## src/rtl/rect_fill_generator_if.sv

```systemverilog
// Handshake bundle between the command fifo, the rectangle-fill generator and the pixel-write stage.
// The master view is the generator: it consumes fifo bytes and produces pixel writes.
interface rect_fill_generator_if #(
  parameter int DATA_WIDTH = 8
);
  logic [DATA_WIDTH-1:0] in_data;
  logic                  in_rts;
  logic                  in_rtr;
  logic [DATA_WIDTH-1:0] out_x;
  logic [DATA_WIDTH-1:0] out_y;
  logic [DATA_WIDTH-1:0] out_color;
  logic                  out_rts;
  logic                  out_rtr;

  modport master (
    input  in_data, in_rts, out_rtr,
    output in_rtr, out_x, out_y, out_color, out_rts
  );

  modport slave (
    output in_data, in_rts, out_rtr,
    input  in_rtr, out_x, out_y, out_color, out_rts
  );
endinterface

```

## src/rtl/rect_fill_generator.sv

```systemverilog
// Rectangle-fill generator: collects a 5-byte command (X0, Y0, X1, Y1, COLOR) from the
// command fifo, clips the rectangle to the screen and emits one pixel write per covered
// coordinate in raster order (x fastest), one per cycle when the pixel stage never stalls.
module rect_fill_generator #(
  parameter int DATA_WIDTH = 8,
  parameter int SCREEN_W   = 160,
  parameter int SCREEN_H   = 120
) (
  input  logic                  clk,
  input  logic                  rst_,
  rect_fill_generator_if.master bus,
  output logic                  busy,
  output logic                  done
);

  typedef enum logic [1:0] {
    FETCH = 2'd0,
    SETUP = 2'd1,
    DRAW  = 2'd2,
    DONE  = 2'd3
  } state_t;

  localparam logic [DATA_WIDTH-1:0] X_LIM = DATA_WIDTH'(SCREEN_W - 1);
  localparam logic [DATA_WIDTH-1:0] Y_LIM = DATA_WIDTH'(SCREEN_H - 1);
  localparam logic [DATA_WIDTH-1:0] ONE   = DATA_WIDTH'(1);

  state_t                state, state_n;
  logic [2:0]            cnt, cnt_n;
  logic [DATA_WIDTH-1:0] arg   [5];
  logic [DATA_WIDTH-1:0] arg_n [5];
  logic [DATA_WIDTH-1:0] xmin, xmin_n, xmax, xmax_n;
  logic [DATA_WIDTH-1:0] ymin, ymin_n, ymax, ymax_n;
  logic [DATA_WIDTH-1:0] x_q, x_n, y_q, y_n, color_q, color_n;
  logic                  rts_q, rts_n;

  logic [DATA_WIDTH-1:0] x_lo, x_hi, y_lo, y_hi;

  // Corners may arrive in either order, so sort each axis before clipping.
  assign x_lo = (arg[0] < arg[2]) ? arg[0] : arg[2];
  assign x_hi = (arg[0] < arg[2]) ? arg[2] : arg[0];
  assign y_lo = (arg[1] < arg[3]) ? arg[1] : arg[3];
  assign y_hi = (arg[1] < arg[3]) ? arg[3] : arg[1];

  // All handshake and status outputs come straight from registers.
  assign bus.in_rtr    = (state == FETCH);
  assign bus.out_rts   = rts_q;
  assign bus.out_x     = x_q;
  assign bus.out_y     = y_q;
  assign bus.out_color = color_q;
  assign busy          = (state != FETCH);
  assign done          = (state == DONE);

  // Next-state and next-datapath logic; every register holds unless its state updates it.
  always_comb begin
    state_n = state;
    cnt_n   = cnt;
    arg_n   = arg;
    xmin_n  = xmin;
    xmax_n  = xmax;
    ymin_n  = ymin;
    ymax_n  = ymax;
    x_n     = x_q;
    y_n     = y_q;
    color_n = color_q;
    rts_n   = rts_q;
    case (state)
      FETCH: begin
        if (bus.in_rts) begin
          if (cnt <= 3'd4) begin
            arg_n[cnt] = bus.in_data;
          end
          if (cnt == 3'd4) begin
            cnt_n   = 3'd0;
            state_n = SETUP;
          end else begin
            cnt_n = cnt + 3'd1;
          end
        end
      end
      SETUP: begin
        xmin_n = x_lo;
        xmax_n = (x_hi > X_LIM) ? X_LIM : x_hi;
        ymin_n = y_lo;
        ymax_n = (y_hi > Y_LIM) ? Y_LIM : y_hi;
        if ((x_lo > X_LIM) || (y_lo > Y_LIM)) begin
          state_n = DONE;
        end else begin
          state_n = DRAW;
          x_n     = x_lo;
          y_n     = y_lo;
          color_n = arg[4];
          rts_n   = 1'b1;
        end
      end
      DRAW: begin
        if (bus.out_rtr) begin
          if (x_q < xmax) begin
            x_n = x_q + ONE;
          end else if (y_q < ymax) begin
            x_n = xmin;
            y_n = y_q + ONE;
          end else begin
            rts_n   = 1'b0;
            state_n = DONE;
          end
        end
      end
      DONE: begin
        state_n = FETCH;
      end
      default: begin
        state_n = FETCH;
      end
    endcase
  end

  // State and datapath registers; reset discards any partial command and any pixel in flight.
  always_ff @(posedge clk) begin
    if (rst_) begin
      state   <= FETCH;
      cnt     <= 3'd0;
      arg     <= '{default: '0};
      xmin    <= '0;
      xmax    <= '0;
      ymin    <= '0;
      ymax    <= '0;
      x_q     <= '0;
      y_q     <= '0;
      color_q <= '0;
      rts_q   <= 1'b0;
    end else begin
      state   <= state_n;
      cnt     <= cnt_n;
      arg     <= arg_n;
      xmin    <= xmin_n;
      xmax    <= xmax_n;
      ymin    <= ymin_n;
      ymax    <= ymax_n;
      x_q     <= x_n;
      y_q     <= y_n;
      color_q <= color_n;
      rts_q   <= rts_n;
    end
  end

endmodule

```

## src/flat_wrapper.sv

```systemverilog
// flat-port wrapper written by rule: the top's interface ports become plain ports
module rect_fill_generator_flat 
#(
  parameter int DATA_WIDTH = 8,
  parameter int SCREEN_W   = 160,
  parameter int SCREEN_H   = 120
)
  (clk, rst_, busy, done, bus_in_data, bus_in_rts, bus_out_rtr, bus_in_rtr, bus_out_x, bus_out_y, bus_out_color, bus_out_rts);
  rect_fill_generator_if #(.DATA_WIDTH(DATA_WIDTH)) bus_i ();
  input  logic clk;
  input  logic rst_;
  output logic busy;
  output logic done;
  input wire logic [$bits(bus_i.in_data)-1:0] bus_in_data;
  input wire logic [$bits(bus_i.in_rts)-1:0] bus_in_rts;
  input wire logic [$bits(bus_i.out_rtr)-1:0] bus_out_rtr;
  output wire logic [$bits(bus_i.in_rtr)-1:0] bus_in_rtr;
  output wire logic [$bits(bus_i.out_x)-1:0] bus_out_x;
  output wire logic [$bits(bus_i.out_y)-1:0] bus_out_y;
  output wire logic [$bits(bus_i.out_color)-1:0] bus_out_color;
  output wire logic [$bits(bus_i.out_rts)-1:0] bus_out_rts;
  assign bus_i.in_data = bus_in_data;
  assign bus_i.in_rts = bus_in_rts;
  assign bus_i.out_rtr = bus_out_rtr;
  assign bus_in_rtr = bus_i.in_rtr;
  assign bus_out_x = bus_i.out_x;
  assign bus_out_y = bus_i.out_y;
  assign bus_out_color = bus_i.out_color;
  assign bus_out_rts = bus_i.out_rts;
  rect_fill_generator #(.DATA_WIDTH(DATA_WIDTH), .SCREEN_W(SCREEN_W), .SCREEN_H(SCREEN_H)) u_core (.clk(clk), .rst_(rst_), .bus(bus_i), .busy(busy), .done(done));
endmodule
```

## config.mk

```make
export PLATFORM = sky130hd
export DESIGN_NAME = rect_fill_generator_flat
export DESIGN_NICKNAME = d
export VERILOG_FILES = /design/src/rtl/rect_fill_generator_if.sv /design/src/rtl/rect_fill_generator.sv /design/src/flat_wrapper.sv
export SDC_FILE = /design/constraint.sdc
export NUM_CORES = 1
export LEC_CHECK = 0
export ABC_AREA = 1
export CAP_MARGIN = 15
export CORE_MARGIN = 3
export CORE_UTILIZATION = 43
export DETAILED_ROUTE_END_ITERATION = 6
export SYNTH_ARGS = -nofsm -noshare
export SYNTH_HDL_FRONTEND = slang
export SYNTH_SLANG_ARGS = --single-unit
```

## constraint.sdc

```tcl
create_clock -name clk -period 5.9 [get_ports clk]
set_clock_uncertainty 0.15 [all_clocks]
set_input_delay 0.885 -clock clk [delete_from_list [all_inputs] [get_ports clk]]
set_output_delay 0.885 -clock clk [all_outputs]
set_load 0.1 [all_outputs]
```

==> flow_summary.yaml, run 1 <==
cts:
  cts-resized-gates: 0
  clockRootBuffer: "clkbuf_16"
  cts_post_setup_buffers_inserted: 0
  path_clk_slew_ps: 70
  insertion_delay_of_the_later_clocked_pin_in_the_worst_skew_pair_ps: 350
  number_of_cts_inserted_buffers: 9
  clkSinkCount: 94
  postCtsHoldBufs: 0
  tritoncts: "done"
  maximum_level_of_the_cts_h_tree: 3
  clock_path_buffers: 2
synth:
  synthMostInstantiatedCell: "nand2_1"
  synth_fp_nets: 792
  ys_warn_count: 0
  synthArstFlopShare: 0
  synth.yosys.seq_area_share: 0.353
  synthesis.instances: 744
  post_synth_xor_xnor_area: 0.0148
  combinational_family_with_the_most_area_after_synthesis: "simple AND/OR/NAND/NOR gates"
  synth_simple_gate_area_share: 0.225
  syn-cell-area_um2: 5330
  synth_enable_flop_cells: 0
  syn-mean-instance-area_um2: 7.16
  share_of_synthesized_cell_area_in_full_adder_half_adder_and_majority_cells: 0.0845
  synth-main-ff-cell: "dfxtp_1"
  multiplexer_share_of_the_synthesized_area: 0
  cell_taking_the_most_area_after_synthesis: "dfxtp_1"
  post-synth-top-area-fraction: 0.353
  ys_ff_latch: 94
  yosys-top-cells-area: "dfxtp_1 35%, o21ai_0 8.9%, nand2_1 8.9%, ha_1 8.5%, a21oi_1 7.3%"
  post_synth_most_frequent_cells: "126 x nand2_1, 99 x inv_1, 95 x o21ai_0, 94 x dfxtp_1, 78 x a21oi_1"
  synth_cell_type_count: 40
  synth_area_in_compound_gates: 0.216
global_route:
  grt_first_pass_wirelength_mm: 21.7
  grt_overflow: 0
  grt_use_total: 0.192
  grt_pass1_vias: 4387
  pin_count_of_the_biggest_net_entering_global_routing: 45
  antenna_found_initial: 0
routing:
  drt.antenna.violating_nets: 0
  route.detailed.wl_per_inst_um: 13.6
  vias_per_cell: 4.94
  drt_drc_violations_left: 0
  drt_first_iter_violations: 303
  finalWirelength_mm: 12.7
  route.vias.total: 4631
  drt-pass1-iter-count: 5
sta:
  fmax_mhz: 279
  hold_viol_final: 0
  grt_setup_unrepaired: "false"
  setup_viol: 0
  period_share: 0.609
  timing_worst_slew_pin_value_ps: 980
  post-route-worst-setup-slack_ps: 2310
  timing.max_slew.rel_slack: 0.345
  final.setup.tns_ps: 0
  min_period_ps: 3590
  finalMaxSlewViolations: 0
place:
  port_buffers: 39
  placement.cell_area_um2: 5760
  gpl_wtd_cong: 0.876
  pre_cts_slack_ps: 2320
  numPlacedInstances: 921
  place.detailed.hpwl_mm: 9.33
worst_setup_path:
  worst-endpoint-required_ps: 5970
  timing.critical_path.from_type: "register"
  timing.critical_path.arrival_ps: 3660
  setup.worst_path.end_class: "register"
  worst-path-max-fanout: 22
  setup.reg_to_reg.worst_slack_ps: 2310
  timing.setup.critical_path_class: "reg -> reg"
floorplan:
  die-width_um: 117
  design.die.area_um2: 13800
  start_util: 0.442
  placeableCoreArea_um2: 12100
  pin_count: 40
  fp.dieH_um: 117
  floorplan_row_count: 40
finish:
  final_layout_size_suffix_gt1_frac: 0.0845
  multi_input_area_um2: 2880
  finalNetCount: 812
  finalNonFillerCells: 937
  design_area_um2: 6110
  area_growth_syn_to_layout_pct: 14.6
  num_antenna_cells: 0
  seqCellArea_um2: 1880
  fillerInstances: 1208
hold_path:
  hold_path.class: "reg -> reg"
outcome:
  status: "completed"
flow_run:
  max-cap-violations: 0
==> cell type report <==
class | count | share of cell area
multi-input combinational | 516 | 0.472
sequential | 94 | 0.308
timing repair buffer | 41 | 0.0664
inverter | 102 | 0.0629
clock buffer | 9 | 0.0369
tap | 168 | 0.0344
clock inverter | 7 | 0.0197
==> per-stage QoR <==
step	util	hold WS, ps
detailed placement	0.478	287
CTS	0.506	303
floorplan	-	269
global route	0.506	324
global placement	0.478	285
finish	0.506	296
==> state kept, by name (all words and copies together), names as in the netlist <==
register,cells
u_core.arg,40
u_core.bus.out_color,8
u_core.bus.out_x,8
u_core.bus.out_y,8
u_core.xmax,8
u_core.xmin,8
u_core.ymax,8
u_core.cnt,3
u_core.state,2
u_core.bus.out_rts,1
==> worst paths after layout <==
path,endpoint,from,cells after the start
worst max-delay path,u_core.bus.out_y[0],u_core.state[1],9
worst min register to register,u_core.bus.out_color[7],u_core.bus.out_color[7],2
worst min-delay path,u_core.bus.out_color[7],u_core.bus.out_color[7],2
worst max register to register,u_core.bus.out_y[0],u_core.state[1],9
==> cell usage in the layout (no fill, tap or decap), types with 2 or more instances in the layout <==
cell,instances
nand3_2,16
clkinv_2,2
o21ai_1,6
o22ai_1,2
o21a_1,4
xnor2_1,4
a31oi_1,2
inv_1,99
a211oi_1,2
o21ai_0,95
nand2_4,3
clkbuf_16,9
xor2_1,5
buf_4,2
nand4_1,3
nand2_1,126
a21oi_2,12
a21oi_1,78
nor3_1,8
inv_2,2
dfxtp_1,94
clkdlybuf4s50_1,39
bufinv_16,3
nand3_1,22
nor2_1,70
o211ai_1,6
ha_1,36
nand2_2,7
inv_6,2
==> per-layer routing <==
metal | up-vias | wire length [um] | global-route usage
li1 | 2482 | - | -
met1 | 2048 | 6380 | 0.270
met2 | 91 | 5500 | 0.289
met3 | 10 | 630 | 0.0463
met4 | 0 | 195 | 0.0630
met5 | - | 0 | 0
==> cells by family (layout without fill, tap and decap cells) <==
family | count (synthesis) | after routing
flops | 94 | 94
xor+xnor | 9 | 9
simple gates | 260 | 260
fa+ha+maj | 36 | 36
buf+inv | 134 | 159
compound gates | 211 | 211
==> critical path, cell delays in order (launching register included) <==
cell and delay (ps):
dfxtp_1 340, inv_1 110, ha_1 680, inv_1 550, a21oi_1 290, inv_1 90
a211oi_2 810, nand2_1 240, nand2_1 140, a21oi_2 50
Power of run 1 is not shown: default switching activity piles up to over one toggle a cycle in this logic, so the estimate is an artifact.
==> run 2, diff against run 1 <==
==> constraint.sdc (replaced) <==
create_clock -name clk -period 3.2 [get_ports clk]
set_clock_uncertainty 0.15 [all_clocks]
set_input_delay 0.48 -clock clk [delete_from_list [all_inputs] [get_ports clk]]
set_output_delay 0.48 -clock clk [all_outputs]
set_load 0.1 [all_outputs]
==> run 2 against run 1 <==
Register-to-register slack got worse by 1800 ps; hold slack better by 8.9 ps; die area unchanged; critical path type unchanged; critical endpoint is now u_core.bus.out_x[5]; largest cell class unchanged; highest routed layer unchanged.
==> flow_summary.yaml, run 2 (same netlist as run 1, synthesis figures left out) <==
finish:
  end_of_flow_core_utilization: 0.500
  final_layout_size_suffix_gt1_frac: 0.128
  layout_common_cells: "126 x nand2_1, 99 x inv_1, 95 x o21ai_0"
  finalNetCount: 819
  num_antenna_cells: 0
  area_growth_syn_to_layout_pct: 13.2
  largest_register_ff_count: 40
  mostFrequentLayoutCell: "nand2_1"
  largest_register: "u_core.arg"
  fillerInstances: 1227
sta:
  final.setup.tns_ps: 0
  timing_worst_slew_pin_value_ps: 531
  grt_setup_unrepaired: "false"
  min_period_ps: 2710
  period_share: 0.847
  finalMaxSlewViolations: 0
  fmax_mhz: 369
  timing.max_slew.rel_slack: 0.646
  setup_viol: 0
  hold_viol_final: 0
routing:
  vias_per_cell: 4.97
  route.met2.wl_mm: 5.47
  detailroute.wirelength.met3_um: 486
  wl_met1_mm: 6.63
  route.vias.total: 4695
  drt_drc_violations_left: 0
  finalWirelength_mm: 12.8
  top_layer_used_by_detailed_routing: "met4"
  drt-pass1-iter-count: 5
  drt_first_iter_violations: 250
  route.detailed.wl_per_inst_um: 13.6
  drt.antenna.violating_nets: 0
cts:
  clkSinkCount: 94
  maximum_level_of_the_cts_h_tree: 3
  tritoncts: "done"
  insertion_delay_of_the_later_clocked_pin_in_the_worst_skew_pair_ps: 340
  clockRootBuffer: "clkbuf_16"
  number_of_cts_inserted_buffers: 9
  postCtsHoldBufs: 0
  clock_path_buffers: 2
  path_clk_slew_ps: 60
  cts_post_setup_buffers_inserted: 0
  cts-resized-gates: 0
global_route:
  pin_count_of_the_biggest_net_entering_global_routing: 61
  grt_pass1_vias: 4306
  grt_overflow: 0
  antenna_found_initial: 0
  grt_use_total: 0.190
  grt_first_pass_wirelength_mm: 21.7
worst_setup_path:
  timing.critical_path.from_type: "register"
  setup.worst_path.end_class: "register"
  timing.critical_path.arrival_ps: 2780
  worst-endpoint-required_ps: 3270
  reg2reg_from: "u_core.arg[15]"
  worst-path-max-fanout: 28
  setup.reg_to_reg.worst_slack_ps: 490
  worst_r2r_endpoint: "u_core.bus.out_x[5]"
  worst_reg2reg_path_length_in_cells: 11
  timing.setup.critical_path_class: "reg -> reg"
place:
  port_buffers: 39
  gpl_wtd_cong: 0.854
  place.detailed.hpwl_mm: 9.40
floorplan:
  start_util: 0.442
  fp.dieH_um: 117
  design.die.area_um2: 13800
  pin_count: 40
  floorplan_row_count: 40
  die-width_um: 117
  placeableCoreArea_um2: 12100
outcome:
  status: "completed"
flow_run:
  max-cap-violations: 0
hold_path:
  hold_path.class: "reg -> reg"
  min_delay_worst_endpoint: "u_core.bus.out_color[4]"
  timing.hold.worst_path_depth: 2
  hp-start: "u_core.bus.out_color[4]"
==> run 2: cell count changes in the layout (fill, tap and decap cells not counted), moves of 2 or more <==
cell	previous run	this run
buf_4	2	37
clkdlybuf4s50_1	39	11
bufinv_16	3	0
clkbuf_8	0	2
clkinvlp_4	1	3
inv_6	2	0
==> run 2: how the worst max path moves through the flow <==
stage	startpoint	end	slack, ps
global placement	u_core.arg[15]	u_core.bus.out_y[2]	600
CTS	u_core.arg[15]	u_core.bus.out_color[1]	490
floorplan	u_core.state[0]	u_core.arg[0]	450
detailed placement	u_core.arg[15]	u_core.bus.out_color[4]	510
global route	u_core.arg[15]	u_core.bus.out_color[0]	130
finish	u_core.arg[15]	u_core.bus.out_x[5]	490
==> run 2: routing by layer <==
metal  vias up  track usage
li1       2485            -
met5         -            0
met4         0       0.0748
met1      2116        0.275
met3        17       0.0338
met2        77        0.282
==> run 2: layout make-up <==
| class | instances | area [um^2] | area share |
|---|---|---|---|
| Clock inverter | 4 | 31.3 | 0.00519 |
| Clock buffer | 12 | 256 | 0.0425 |
| Sequential cell | 94 | 1880 | 0.312 |
| Tap cell | 168 | 210 | 0.0348 |
| Multi-Input combinational cell | 516 | 2880 | 0.477 |
| Inverter | 102 | 384 | 0.0637 |
| Timing Repair Buffer | 48 | 388 | 0.0643 |
==> run 2: worst max-delay path, stage by stage (launching register included) <==
cell and delay, ps:
dfxtp_1 310, inv_1 70, ha_1 310, a21oi_1 160
o21a_1 260, nand2_4 190, o21ai_1 340, nand3_2 140
nand2_4 310, nand2_2 170, nand2_1 120, a21oi_2 50
==> run 2: per-stage QoR <==
stage                     instances  instance area, um^2  worst slack, ps  hold slack (ps)
after CTS                       944                 6030              486              302
after global routing            944                 6030              125              322
final                           944                 6030              490              304
after floorplan                 744                 5330              448              269
after global placement          928                 5740              599              286
after detailed placement        928                 5740              506              290
Power of run 2 is left out for the same reason.
==> run 3, diff against run 2 <==
==> constraint.sdc (replaced) <==
create_clock -name clk -period 2.3 [get_ports clk]
set_clock_uncertainty 0.15 [all_clocks]
set_input_delay 0.345 -clock clk [delete_from_list [all_inputs] [get_ports clk]]
set_output_delay 0.345 -clock clk [all_outputs]
set_load 0.1 [all_outputs]
==> run 3 against run 2 <==
Sequential share of layout area fell by 3.3 points; maximum frequency up 21%; hold slack worse by 4.8 ps; first-iteration DRC count rose by 9.2%; die area stayed put; global-route usage is 1.3 points higher; non-clock buffer count rose by 55; critical endpoint is now u_core.bus.out_y[4]; utilization up 7.0 points; setup slack lost 430 ps; flip-flop and latch count unchanged; highest routed layer unchanged; clock-buffer cell count decreased by 3; critical path depth rose by 4.
==> flow_summary.yaml, run 3 (same netlist as run 1, synthesis figures left out) <==
sta:
  setup_viol: 0
  timing.max_slew.rel_slack: 0.692
  grt_setup_unrepaired: "true"
  fmax_mhz: 446
  hold_viol_final: 0
  period_share: 0.975
  timing_worst_slew_pin_value_ps: 462
  finalMaxSlewViolations: 0
  min_period_ps: 2240
worst_setup_path:
  worst-path-max-fanout: 8
  crit_chain: "inv_1 -> ha_4 -> nand2_2 -> o21a_4 -> buf_6 -> nand3_2 -> nand2_1 -> nor2_2 -> nand2_2 -> nand3_4 -> nand2_8 -> clkbuf_16 -> nand3_2 -> nand2_1 -> nor2_1"
  timing.critical_path.from: "u_core.arg[15]"
  critPathCapture: "u_core.bus.out_y[4]"
  setup.reg_to_reg.worst_slack_ps: 60
  worst_r2r_endpoint: "u_core.bus.out_y[4]"
  worst-endpoint-required_ps: 2440
  reg2reg_from: "u_core.arg[15]"
  cp_num_buf_inv: 3
  timing.setup.critical_path_class: "reg -> reg"
  worst_reg2reg_path_length_in_cells: 15
  timing.critical_path.arrival_ps: 2380
  slowest_stage: "dfxtp_1"
  timing.critical_path.max_delay_family: "simple AND/OR/NAND/NOR gates"
  path_depth: 15
  timing.critical_path.from_type: "register"
  crit_path_max_incr_delay_ps: 310
  setup.worst_path.end_class: "register"
place:
  port_buffers: 39
  place.detailed.hpwl_mm: 9.96
  placement.cell_area_um2: 6210
  gpl_wtd_cong: 0.913
cts:
  path_clk_slew_ps: 70
  insertion_delay_of_the_later_clocked_pin_in_the_worst_skew_pair_ps: 360
  clock_path_buffers: 2
  tritoncts: "done"
  number_of_cts_inserted_buffers: 9
  maximum_level_of_the_cts_h_tree: 3
  clkSinkCount: 94
  clockRootBuffer: "clkbuf_16"
floorplan:
  design.die.area_um2: 13800
  pin_count: 40
  start_util: 0.442
  floorplan_row_count: 40
  die-width_um: 117
  placeableCoreArea_um2: 12100
  fp.dieH_um: 117
routing:
  drt_drc_violations_left: 0
  vias_per_cell: 4.99
  drt.antenna.violating_nets: 0
  drt-pass1-iter-count: 5
  top_layer_used_by_detailed_routing: "met4"
  finalWirelength_mm: 13.6
  route.detailed.wl_per_inst_um: 13.6
  route.met2.wl_mm: 6.02
  drt_first_iter_violations: 273
  detailroute.wirelength.met3_um: 537
  route.vias.total: 4981
  wl_met1_mm: 6.74
hold_path:
  hold_path.class: "reg -> reg"
finish:
  final_layout_size_suffix_gt1_frac: 0.279
  largest_register: "u_core.arg"
  fillerInstances: 1150
  largest_register_ff_count: 40
  num_antenna_cells: 0
  finalNetCount: 874
  mostFrequentLayoutCell: "nand2_1"
  area_growth_syn_to_layout_pct: 28.9
  design_area_um2: 6870
  layout_common_cells: "108 x nand2_1, 94 x inv_1, 82 x o21ai_0"
global_route:
  grt_use_total: 0.203
  grt_first_pass_wirelength_mm: 23.2
  antenna_found_initial: 0
  pin_count_of_the_biggest_net_entering_global_routing: 61
  grt_pass1_vias: 4838
  grt_overflow: 0
outcome:
  status: "completed"
flow_run:
  max-cap-violations: 0
-- run 3: final cells by class --
class | instances | area, um^2 | share of cell area
multi-input combinational | 516 | 3170 | 0.461
sequential | 94 | 1920 | 0.279
timing repair buffer | 103 | 895 | 0.130
inverter | 102 | 384 | 0.0559
clock buffer | 9 | 225 | 0.0328
tap | 168 | 210 | 0.0306
clock inverter | 7 | 73.8 | 0.0107
-- run 3: worst min-delay path, delay by kind of cell (launching register included) --
kind                   cells  cell delay [ps]
AO/OA/AOI/OAI              1               50
buffers and inverters      1               50
flip-flops                 1              310
-- run 3: what timing repair did --
item | 4_1_cts | 5_1_grt
setup endpoints to repair | 23 | 40
hold buffers | 0 | 0
gates cloned | 0 | 1
resized for setup | 8 | 83
hold endpoints to repair | 0 | 0
setup buffers | 4 | 0
pin swaps | 8 | 26
-- run 3: metrics by stage --
stage	setup TNS, ps	worst slack [ps]	cells	util	hold slack (ps)
global placement	0	4.14	978	0.515	283
global route	-1690	-97.9	999	0.570	319
floorplan	0	6.05	744	-	269
CTS	-3.15	-3.15	998	0.543	296
detailed placement	-246	-44.5	978	0.515	286
finish	0	57.9	999	0.570	300
-- run 3: worst min path at each step --
stage	startpoint	end	slack (ps)	cells past startpoint
2_1_floorplan	u_core.ymax[7]	u_core.ymax[7]	270	2
3_3_place_gp	u_core.bus.out_color[1]	u_core.bus.out_color[1]	280	2
3_5_place_dp	u_core.bus.out_color[7]	u_core.bus.out_color[7]	290	2
4_1_cts	u_core.ymax[7]	u_core.ymax[7]	300	2
5_1_grt	u_core.bus.out_color[7]	u_core.bus.out_color[7]	320	2
6_report	u_core.bus.out_color[7]	u_core.bus.out_color[7]	300	2
-- run 3: metal layers --
metal | GRT usage | vias up
met5 | 0 | -
met1 | 0.274 | 2254
met4 | 0.0880 | 0
li1 | - | 2606
met3 | 0.0323 | 24
met2 | 0.323 | 97
Power of run 3 is left out for the same reason.
